### config.mk
export PLATFORM = sky130hd
export DESIGN_NAME = sprite_row_fetch_arbiter
export DESIGN_NICKNAME = d
export VERILOG_FILES = /design/src/rtl/sprite_row_fetch_arbiter.sv
export SDC_FILE = /design/constraint.sdc
export NUM_CORES = 1
export LEC_CHECK = 0
export BUFFER_PORTS_ARGS = -buffer_cell sky130_fd_sc_hd__buf_2
export CAP_MARGIN = 20
export CORE_MARGIN = 2
export CORE_UTILIZATION = 52
export DETAILED_ROUTE_END_ITERATION = 6
export PLACE_DENSITY_LB_ADDON = 0.3
export SYNTH_ARGS = -nofsm -noshare
export SYNTH_HDL_FRONTEND = slang
export SYNTH_SLANG_ARGS = --single-unit
### constraint.sdc
create_clock -name Clk -period 2.42 [get_ports Clk]
set_input_delay 0.484 -clock Clk [delete_from_list [all_inputs] [get_ports Clk]]
set_output_delay 0.484 -clock Clk [all_outputs]
set_load 0.02 [all_outputs]
### src/rtl/sprite_row_fetch_arbiter.sv
// ---------------------------------------------------------------------------
// sprite_row_fetch_arbiter
//
// Purpose:
//   Two sprite draw units (player 1 = req[0], player 2 = req[1]) share one
//   sprite frame RAM. A round-robin arbiter grants one row request. The block
//   then issues SPRITE_W consecutive RAM reads starting at
//   base + row*SPRITE_W. It streams the returned pixels to the winner's line
//   buffer as a contiguous, ascending run of column writes.
//
// Ports:
//   Clk        in   clock, all state updates on the rising edge
//   Reset      in   asynchronous, active-high reset
//   req[1:0]   in   level row request per requester, held until ack
//   row0/row1  in   sprite row per requester, sampled at grant
//   base0/base1 in  sprite base address per requester, sampled at grant
//   ack[1:0]   out  one-cycle one-hot grant pulse
//   busy       out  fetch in progress
//   rom_addr   out  registered frame RAM read address
//   rom_data   in   frame RAM read data, valid one cycle after rom_addr
//   pix_we     out  registered line-buffer write strobe
//   pix_col    out  column being written
//   pix_data   out  pixel value (registered copy of rom_data)
//   pix_owner  out  requester index of the current write
//   done[1:0]  out  one-cycle one-hot pulse coincident with the final write
//
// State table:
//   state    | meaning
//   ---------+--------------------------------------------------------------
//   S_IDLE   | waiting for a request; arbitrates and latches the fetch
//   S_ISSUE  | presenting addr0 .. addr0+SPRITE_W-1, one per cycle
//   S_DRAIN  | two cycles letting the RAM and pixel stages empty
// ---------------------------------------------------------------------------
module sprite_row_fetch_arbiter #(
    parameter int SPRITE_W = 16,
    parameter int ROW_W    = 4,
    parameter int ADDR_W   = 19,
    parameter int DATA_W   = 24,
    localparam int COL_W   = (SPRITE_W > 1) ? $clog2(SPRITE_W) : 1
) (
    input  logic              Clk,
    input  logic              Reset,
    input  logic [1:0]        req,
    input  logic [ROW_W-1:0]  row0,
    input  logic [ROW_W-1:0]  row1,
    input  logic [ADDR_W-1:0] base0,
    input  logic [ADDR_W-1:0] base1,
    output logic [1:0]        ack,
    output logic              busy,
    output logic [ADDR_W-1:0] rom_addr,
    input  logic [DATA_W-1:0] rom_data,
    output logic              pix_we,
    output logic [COL_W-1:0]  pix_col,
    output logic [DATA_W-1:0] pix_data,
    output logic              pix_owner,
    output logic [1:0]        done
);

    localparam logic [1:0] S_IDLE  = 2'd0;
    localparam logic [1:0] S_ISSUE = 2'd1;
    localparam logic [1:0] S_DRAIN = 2'd2;

    localparam logic [COL_W-1:0] LAST_COL   = COL_W'(SPRITE_W - 1);
    localparam logic [COL_W-1:0] DRAIN_LAST = COL_W'(1);

    // Control state
    logic [1:0]        state_q,    state_d;
    logic [COL_W-1:0]  cnt_q,      cnt_d;
    logic              owner_q,    owner_d;
    logic              rr_q,       rr_d;       // index of last granted requester
    logic [ADDR_W-1:0] rom_addr_q, rom_addr_d;
    logic [1:0]        ack_q,      ack_d;
    logic              busy_q,     busy_d;

    // Read-return tracking: marks the cycle in which rom_data belongs to us
    logic              rd_vld_q,   rd_vld_d;
    logic [COL_W-1:0]  rd_col_q,   rd_col_d;

    // Pixel output stage
    logic              pix_we_q,    pix_we_d;
    logic [COL_W-1:0]  pix_col_q,   pix_col_d;
    logic [DATA_W-1:0] pix_data_q,  pix_data_d;
    logic              pix_owner_q, pix_owner_d;
    logic [1:0]        done_q,      done_d;

    // Start address of each requester's row, truncated to the RAM address space
    logic [ADDR_W-1:0] start0, start1;
    logic              grant_idx;

    assign start0 = base0 + ADDR_W'(row0) * ADDR_W'(SPRITE_W);
    assign start1 = base1 + ADDR_W'(row1) * ADDR_W'(SPRITE_W);

    // Both requesting: the one not granted last time wins. Single requester:
    // req[1] alone selects 1, req[0] alone selects 0.
    always_comb begin
        grant_idx = 1'b0;
        if (req == 2'b11) begin
            grant_idx = ~rr_q;
        end else begin
            grant_idx = req[1];
        end
    end

    always_comb begin
        state_d    = state_q;
        cnt_d      = cnt_q;
        owner_d    = owner_q;
        rr_d       = rr_q;
        rom_addr_d = rom_addr_q;
        ack_d      = 2'b00;

        case (state_q)
            S_IDLE: begin
                if (req != 2'b00) begin
                    owner_d    = grant_idx;
                    rr_d       = grant_idx;
                    ack_d      = grant_idx ? 2'b10 : 2'b01;
                    rom_addr_d = grant_idx ? start1 : start0;
                    cnt_d      = '0;
                    state_d    = S_ISSUE;
                end
            end
            S_ISSUE: begin
                if (cnt_q == LAST_COL) begin
                    // rom_addr holds the last column address from here on
                    cnt_d   = '0;
                    state_d = S_DRAIN;
                end else begin
                    cnt_d      = cnt_q + COL_W'(1);
                    rom_addr_d = rom_addr_q + ADDR_W'(1);
                end
            end
            S_DRAIN: begin
                if (cnt_q == DRAIN_LAST) begin
                    cnt_d   = '0;
                    state_d = S_IDLE;
                end else begin
                    cnt_d = cnt_q + COL_W'(1);
                end
            end
            default: begin
                cnt_d   = '0;
                state_d = S_IDLE;
            end
        endcase

        busy_d = (state_d != S_IDLE);
    end

    // The RAM answers one cycle after an address is presented, so an address
    // shown while in S_ISSUE yields data in the following cycle. The pixel
    // stage registers that data one more edge later.
    always_comb begin
        rd_vld_d = (state_q == S_ISSUE);
        rd_col_d = cnt_q;

        pix_we_d    = rd_vld_q;
        pix_col_d   = pix_col_q;
        pix_data_d  = pix_data_q;
        pix_owner_d = pix_owner_q;
        done_d      = 2'b00;

        if (rd_vld_q) begin
            pix_col_d   = rd_col_q;
            pix_data_d  = rom_data;
            pix_owner_d = owner_q;
            if (rd_col_q == LAST_COL) begin
                done_d = owner_q ? 2'b10 : 2'b01;
            end
        end
    end

    always_ff @(posedge Clk or posedge Reset) begin
        if (Reset) begin
            state_q     <= S_IDLE;
            cnt_q       <= '0;
            owner_q     <= 1'b0;
            rr_q        <= 1'b1;
            rom_addr_q  <= '0;
            ack_q       <= 2'b00;
            busy_q      <= 1'b0;
            rd_vld_q    <= 1'b0;
            rd_col_q    <= '0;
            pix_we_q    <= 1'b0;
            pix_col_q   <= '0;
            pix_data_q  <= '0;
            pix_owner_q <= 1'b0;
            done_q      <= 2'b00;
        end else begin
            state_q     <= state_d;
            cnt_q       <= cnt_d;
            owner_q     <= owner_d;
            rr_q        <= rr_d;
            rom_addr_q  <= rom_addr_d;
            ack_q       <= ack_d;
            busy_q      <= busy_d;
            rd_vld_q    <= rd_vld_d;
            rd_col_q    <= rd_col_d;
            pix_we_q    <= pix_we_d;
            pix_col_q   <= pix_col_d;
            pix_data_q  <= pix_data_d;
            pix_owner_q <= pix_owner_d;
            done_q      <= done_d;
        end
    end

    assign ack       = ack_q;
    assign busy      = busy_q;
    assign rom_addr  = rom_addr_q;
    assign pix_we    = pix_we_q;
    assign pix_col   = pix_col_q;
    assign pix_data  = pix_data_q;
    assign pix_owner = pix_owner_q;
    assign done      = done_q;

endmodule

Word-level counts from Yosys, hierarchy flattened
Cells that the tools add are included.
W data, S select, Z words.
- register bits: 67
- input bits: 74
- output and inout port bits: 54
- word-level logic and storage cells: 52
- $add $sub $neg: 4
- eq/ne operators: 8
- multiplexer cells: 19
- bitwise gates (word level): 1
- reduce and logical (&&, ||, !) cells: 6
- operators with widths (kind ; number):
    $mux W19 ; 3
    $add A19 B8 Y19 ; 2
    $pmux W19 S2 ; 1
    $add A19 B1 Y19 const B ; 1
    $mux W2 ; 9
    $mux W4 ; 3
    $pmux W4 S3 ; 1
    $eq A4 B4 Y1 const B ; 2
    $pmux W2 S3 ; 1
    $reduce_bool A2 Y1 ; 3
    $add A4 B1 Y4 const B ; 1
    $eq A2 B2 Y1 const B ; 2
    $eq A4 B1 Y1 const B ; 1
    $ne A2 B2 Y1 const B ; 2
    $reduce_and A3 Y1 ; 1
    $eq A2 B1 Y1 const B ; 1
    $logic_not A2 Y1 ; 1
    $reduce_and A2 Y1 ; 1
    $mux W1 ; 1
    $not A1 Y1 ; 1

Logic depth before layout (Yosys ltp)
- depth in word-level cells: 5
- gate-level depth with buffers: 10
- gate-level depth less buffers: 8

Worst setup path after synthesis
No wires, ideal clock.
- path kind: input -> register
- from: input row1[0]
- to: register rom_addr_q[18] (netlist: rom_addr[18])
- library setup time: 0.120 ns
- data arrival time: 2.120 ns
- data required time: 2.300 ns
- path slack: 0.179 ns
- stages on the path: 8
- path buffers: 0
- path through: ha_1 > inv_1 > fa_1 > nand2b_1 > a21o_1 > o31a_1 > o32a_1 > o211a_1
- word-level cells in the longest chain between the ends: 4
- RTL lines (item ; line ; RTL):
    from (decl) ; 45 ; input logic [ROW_W-1:0] row1,
    $add A19 B8 Y19 ; 91 ; assign start1 = base1 + ADDR_W'(row1) * ADDR_W'(SPRITE_W);
    $mux W19 ; 118 ; rom_addr_d = grant_idx ? start1 : start0;
    $mux W19 ; 114 ; if (req != 2'b00) begin
    $pmux W19 S2 ; 112 ; case (state_q)
    to (signal assigned) ; 194 ; rom_addr_q <= rom_addr_d;
    to (decl) ; 71 ; logic [ADDR_W-1:0] rom_addr_q, rom_addr_d;
Every way passes these cells. The select of a mux whose other input is x is not followed.
A chain may end at the register's enable or synchronous reset.

Worst setup path in the final report
- from: register state_q[1]
- to: register rom_addr_q[11] (netlist: rom_addr[11])
- word-level cells in the longest chain between the ends: 3
- elaborated cells between the ends (all ways): 7
- classes of those cells: eq/ne (3); mux (1); reduce/logical (3)
- RTL lines (item ; line ; RTL):
    from (decl) ; 67 ; logic [1:0] state_q, state_d;
    from (signal assigned) ; 190 ; state_q <= state_d;
    $eq A2 B1 Y1 (*) ; -- ;
    via rd_vld_d ; 76 ; logic rd_vld_q, rd_vld_d;
    $ne A2 B2 Y1 (no line) / $reduce_bool A2 Y1 (equally long branches) ; -- ;
    $reduce_and A3 Y1 (no line) ; -- ;
Mark *: on every way through the listed nets, which the timed path passes. The rest lies on a longest branch.

==> results list <==
- Number of setup violations in the final report: 0
* Die Y-Extent: just over 90 um
- The number of antenna violations at the first check in global routing was 0.
- For the pin with the worst max-slew slack, the measured transition is between 0.4 and 0.5 ns.
* Final period demand of the worst path: 2.17 ns
- Net count after synthesis: slightly above 500
- The min-delay analysis places its worst path in the category in -> async.
- For this block, the initial DRC count from the detailed router was 167.
* Sort of element at the end of the critical path: flip-flop
* Storage cell area: 1680 sq um
* Sequential element share of the synthesized area: 0.407
* Final #Nets: 641
- Number of global-route vias before repair: ~3600
- The first global-routing pass estimated 16.2 mm of wire.
- The layout has 640 filler cells.
* Share of async-settable or async-resettable flops after synthesis: 1.00
- Summed over all cells, the static leakage comes to 2.45 nW.
- Total power for the finished layout comes to around 5.7 mW.
- P&R area growth vs syn: 25.1%
- After detailed routing, the number of remaining DRC violations is 0.
- Die X-Extent: 93.1 um
- Routed length per instance: between 10 and 15 um
* Antenna diode count: 0
- Count of state elements after synthesis: between 60 and 70
- IO Pins: 128
- Final-layout setup total negative slack: 0 ns
- Hold repair after CTS inserted 0 buffers.
- Placed cells: 640
- Input and output buffers added on the ports amount to 127.
- Relative max-transition margin: 0.675
- Number of H-tree levels: 3
* Starting density of the core: 0.536
* Buffers from clock root to sink, at most: 2
- Synth area leaders: sky130_fd_sc_hd__dfrtp_1 40%, sky130_fd_sc_hd__mux2_2 8.2%, sky130_fd_sc_hd__ha_1 4.9%
* Pin count of the biggest net entering global routing: 32
* Aggregate routed wire length: around 10 mm
* Number of max-cap violations: 0
- Largest fanout on the critical path: 19
- Outcome: complete, no violations
- Multi-input logic area: 2290 sq um
* Arrival time of data at the critical path endpoint: roughly 2.4 ns
- Worst Setup SP: state_q[1]$_DFF_PP0_
- Commonest cells post-synth: 66 x sky130_fd_sc_hd__dfrtp_1, 30 x sky130_fd_sc_hd__mux2_2, 25 x sky130_fd_sc_hd__nand2_1
- At the end of routability-driven placement, the weighted congestion stood at 0.861.
- Clock-pin slew was measured on the worst setup and hold paths at 0.08 ns.
- The final route contains about 3700 vias.
- On the final layout, the worst clock skew is 0.0123 ns.
- The first detailed-routing pass took 4 iterations.
* Library cell with the highest instance count after synthesis: sky130_fd_sc_hd__dfrtp_1
- Final hold viol count: 0
- The share of synthesized area in the top cell type comes to 0.400.
* Ys flop type: sky130_fd_sc_hd__dfrtp_1
* Number of buffers inserted to repair setup after CTS: 0
- Clock tree from TritonCTS: done
- Global routing finished with a remaining overflow of 0.
- In this run the clock root is driven by a sky130_fd_sc_hd__clkbuf_8.
- The die covers roughly 8700 sq um.
- Clock buffer count from CTS: 9
* Critical R2R Launch: state_q[1]$_DFF_PP0_
- sky130_fd_sc_hd__dfrtp_1 takes more of the synthesized area than any other cell.
- Crit share post-route: 0.899
- Highest attainable clock frequency: between 400 and 500 MHz
- Required time reported for the critical path endpoint: 2.65 ns
- Of the cells placed in the final design, the portion with a size suffix greater than 1 is 0.372.
* Total standard cell area after synthesis: approximately 4100 sq um
* Clock insertion delay at the later pin of the skew report: about 0.34 ns
- The region available for standard cell placement spans 7690 sq um.
* Mean instance size in the synthesized netlist: 10.0 sq um
* HPWL reported at the end of detailed placement: 7.62 mm
- In this run the remaining antenna-violating nets after routing total 0.
- Yosys warning total: 0
- Across every metal layer, demand over resource in global routing totals 0.233.
- Crit Path Class: reg -> reg
- Final slew viol count: 0
* Final instance count without filler cells: 656
- Number of synthesized flops with an enable pin: 0
- Setup repair after global routing left no endpoint under its margin.
- Total number of clock tree sinks: 67
* Pwr dens: between 1000 and 1500 nW/um^2
* Synth unique cells: 63
- VDD sags by at most 0.000360 V.
- Average vias per placed instance: between 5 and 6
- The worst setup path is launched from a flip-flop.
* Synthesized netlist cell count: 412
- After floorplanning, the core was divided into 32 placement rows.
-- what timing repair did --
action,in CTS,in global routing
hold endpoints to repair,0,0
endpoints found under the setup margin,0,4
resized for setup,0,2
-- worst max-delay path: stages (launching register included) --
cell and delay, ns:
sky130_fd_sc_hd__dfrtp_1 0.41, sky130_fd_sc_hd__inv_1 0.10, sky130_fd_sc_hd__ha_1 0.27, sky130_fd_sc_hd__and4_1 0.28
sky130_fd_sc_hd__nor3_4 0.22, sky130_fd_sc_hd__buf_4 0.28, sky130_fd_sc_hd__o21ai_0 0.13, sky130_fd_sc_hd__a221o_1 0.36
-- final cells by class --
class	count	area share
Multi-Input combinational cell	307	0.445
Inverter	21	0.0153
Timing Repair Buffer	143	0.146
Tap cell	102	0.0247
Clock buffer	10	0.0267
Clock inverter	6	0.0170
Sequential cell	67	0.325
-- flip-flops by register name (all words and copies together), names as in the netlist, 2 cells and up --
name,count
ack,2
rom_addr,19
cnt_q,4
rd_col_q,4
state_q,2
pix_col,4
pix_data,24
done,2
-- where the power goes --
group | internal, mW | total (mW) | switching (mW) | leakage, nW
combinational | 1.16 | 2.76 | 1.61 | 1.54
sequential | 1.56 | 1.94 | 0.384 | 0.801
clock | 0.610 | 1.04 | 0.430 | 0.117
total | 3.32 | 5.74 | 2.42 | 2.45
-- per-stage QoR --
stage | util | hold slack (ns) | area (sq um) | worst slack (ns)
final | 0.671 | 0.120 | 5160 | 0.246
after global routing | 0.671 | 0.137 | 5160 | 0.0462
after CTS | 0.670 | 0.126 | 5150 | 0.137
after detailed placement | 0.641 | 0.456 | 4930 | 0.0440
after global placement | 0.641 | 0.449 | 4930 | 0.0839
after floorplan | - | 0.389 | 4120 | 0.179
-- layout by cell type (no fill, tap or decap), drive strengths merged, types with 5 or more instances in the layout --
| cell type | count |
|---|---|
| a211oi | 10 |
| a21o | 10 |
| a21oi | 23 |
| a31oi | 5 |
| a41oi | 6 |
| and3 | 12 |
| and4 | 9 |
| buf | 143 |
| clkbuf | 10 |
| dfrtp | 66 |
| ha | 16 |
| inv | 22 |
| mux2 | 30 |
| mux2i | 7 |
| nand2 | 25 |
| nand2b | 6 |
| nand3 | 18 |
| nand4 | 9 |
| nor2 | 16 |
| nor3 | 9 |
| nor4 | 6 |
| o21a | 5 |
| o21ai | 25 |
| xnor2 | 6 |
| xor2 | 9 |
-- per-layer routing --
| layer | wire (um) | share of wire | track usage |
|---|---|---|---|
| met1 | 4260 | 0.44 | 0.294 |
| met2 | 4710 | 0.48 | 0.402 |
| met3 | 604 | 0.062 | 0.0435 |
| met4 | 187 | 0.019 | 0.0797 |
| met5 | 0 | 0 | 0 |
-- final timing paths --
kind / end / slack (ns) / depth (start not counted)
worst max-delay path: rom_addr[11]$_DFFE_PP0P_ / 0.25 / 7
worst min-delay path: pix_we_d$_DFF_PP0_ / 0.12 / 2
worst max register to register: rom_addr[11]$_DFFE_PP0P_ / 0.25 / 7
worst min register to register: rd_col_q[0]$_DFF_PP0_ / 0.48 / 0
max in group asynchronous: pix_data[17]$_DFFE_PP0P_ / 1.62 / 3
min in group Clk: pix_data[20]$_DFFE_PP0P_ / 0.38 / 2
-- kinds of logic (layout without fill, tap and decap cells) --
kind of cell	count (synthesis)	count (layout)	synth area share
buffers and inverters	38	180	0.0397
muxes	37	37	0.0989
xor gates and xnor gates	15	15	0.0319
DFF	67	67	0.407
and+or+nand+nor	123	123	0.176
AOI/OAI and AO/OA	114	114	0.188
adders and majority gates	18	18	0.0583
No activity file was read; power rests on OpenSTA's default activity.
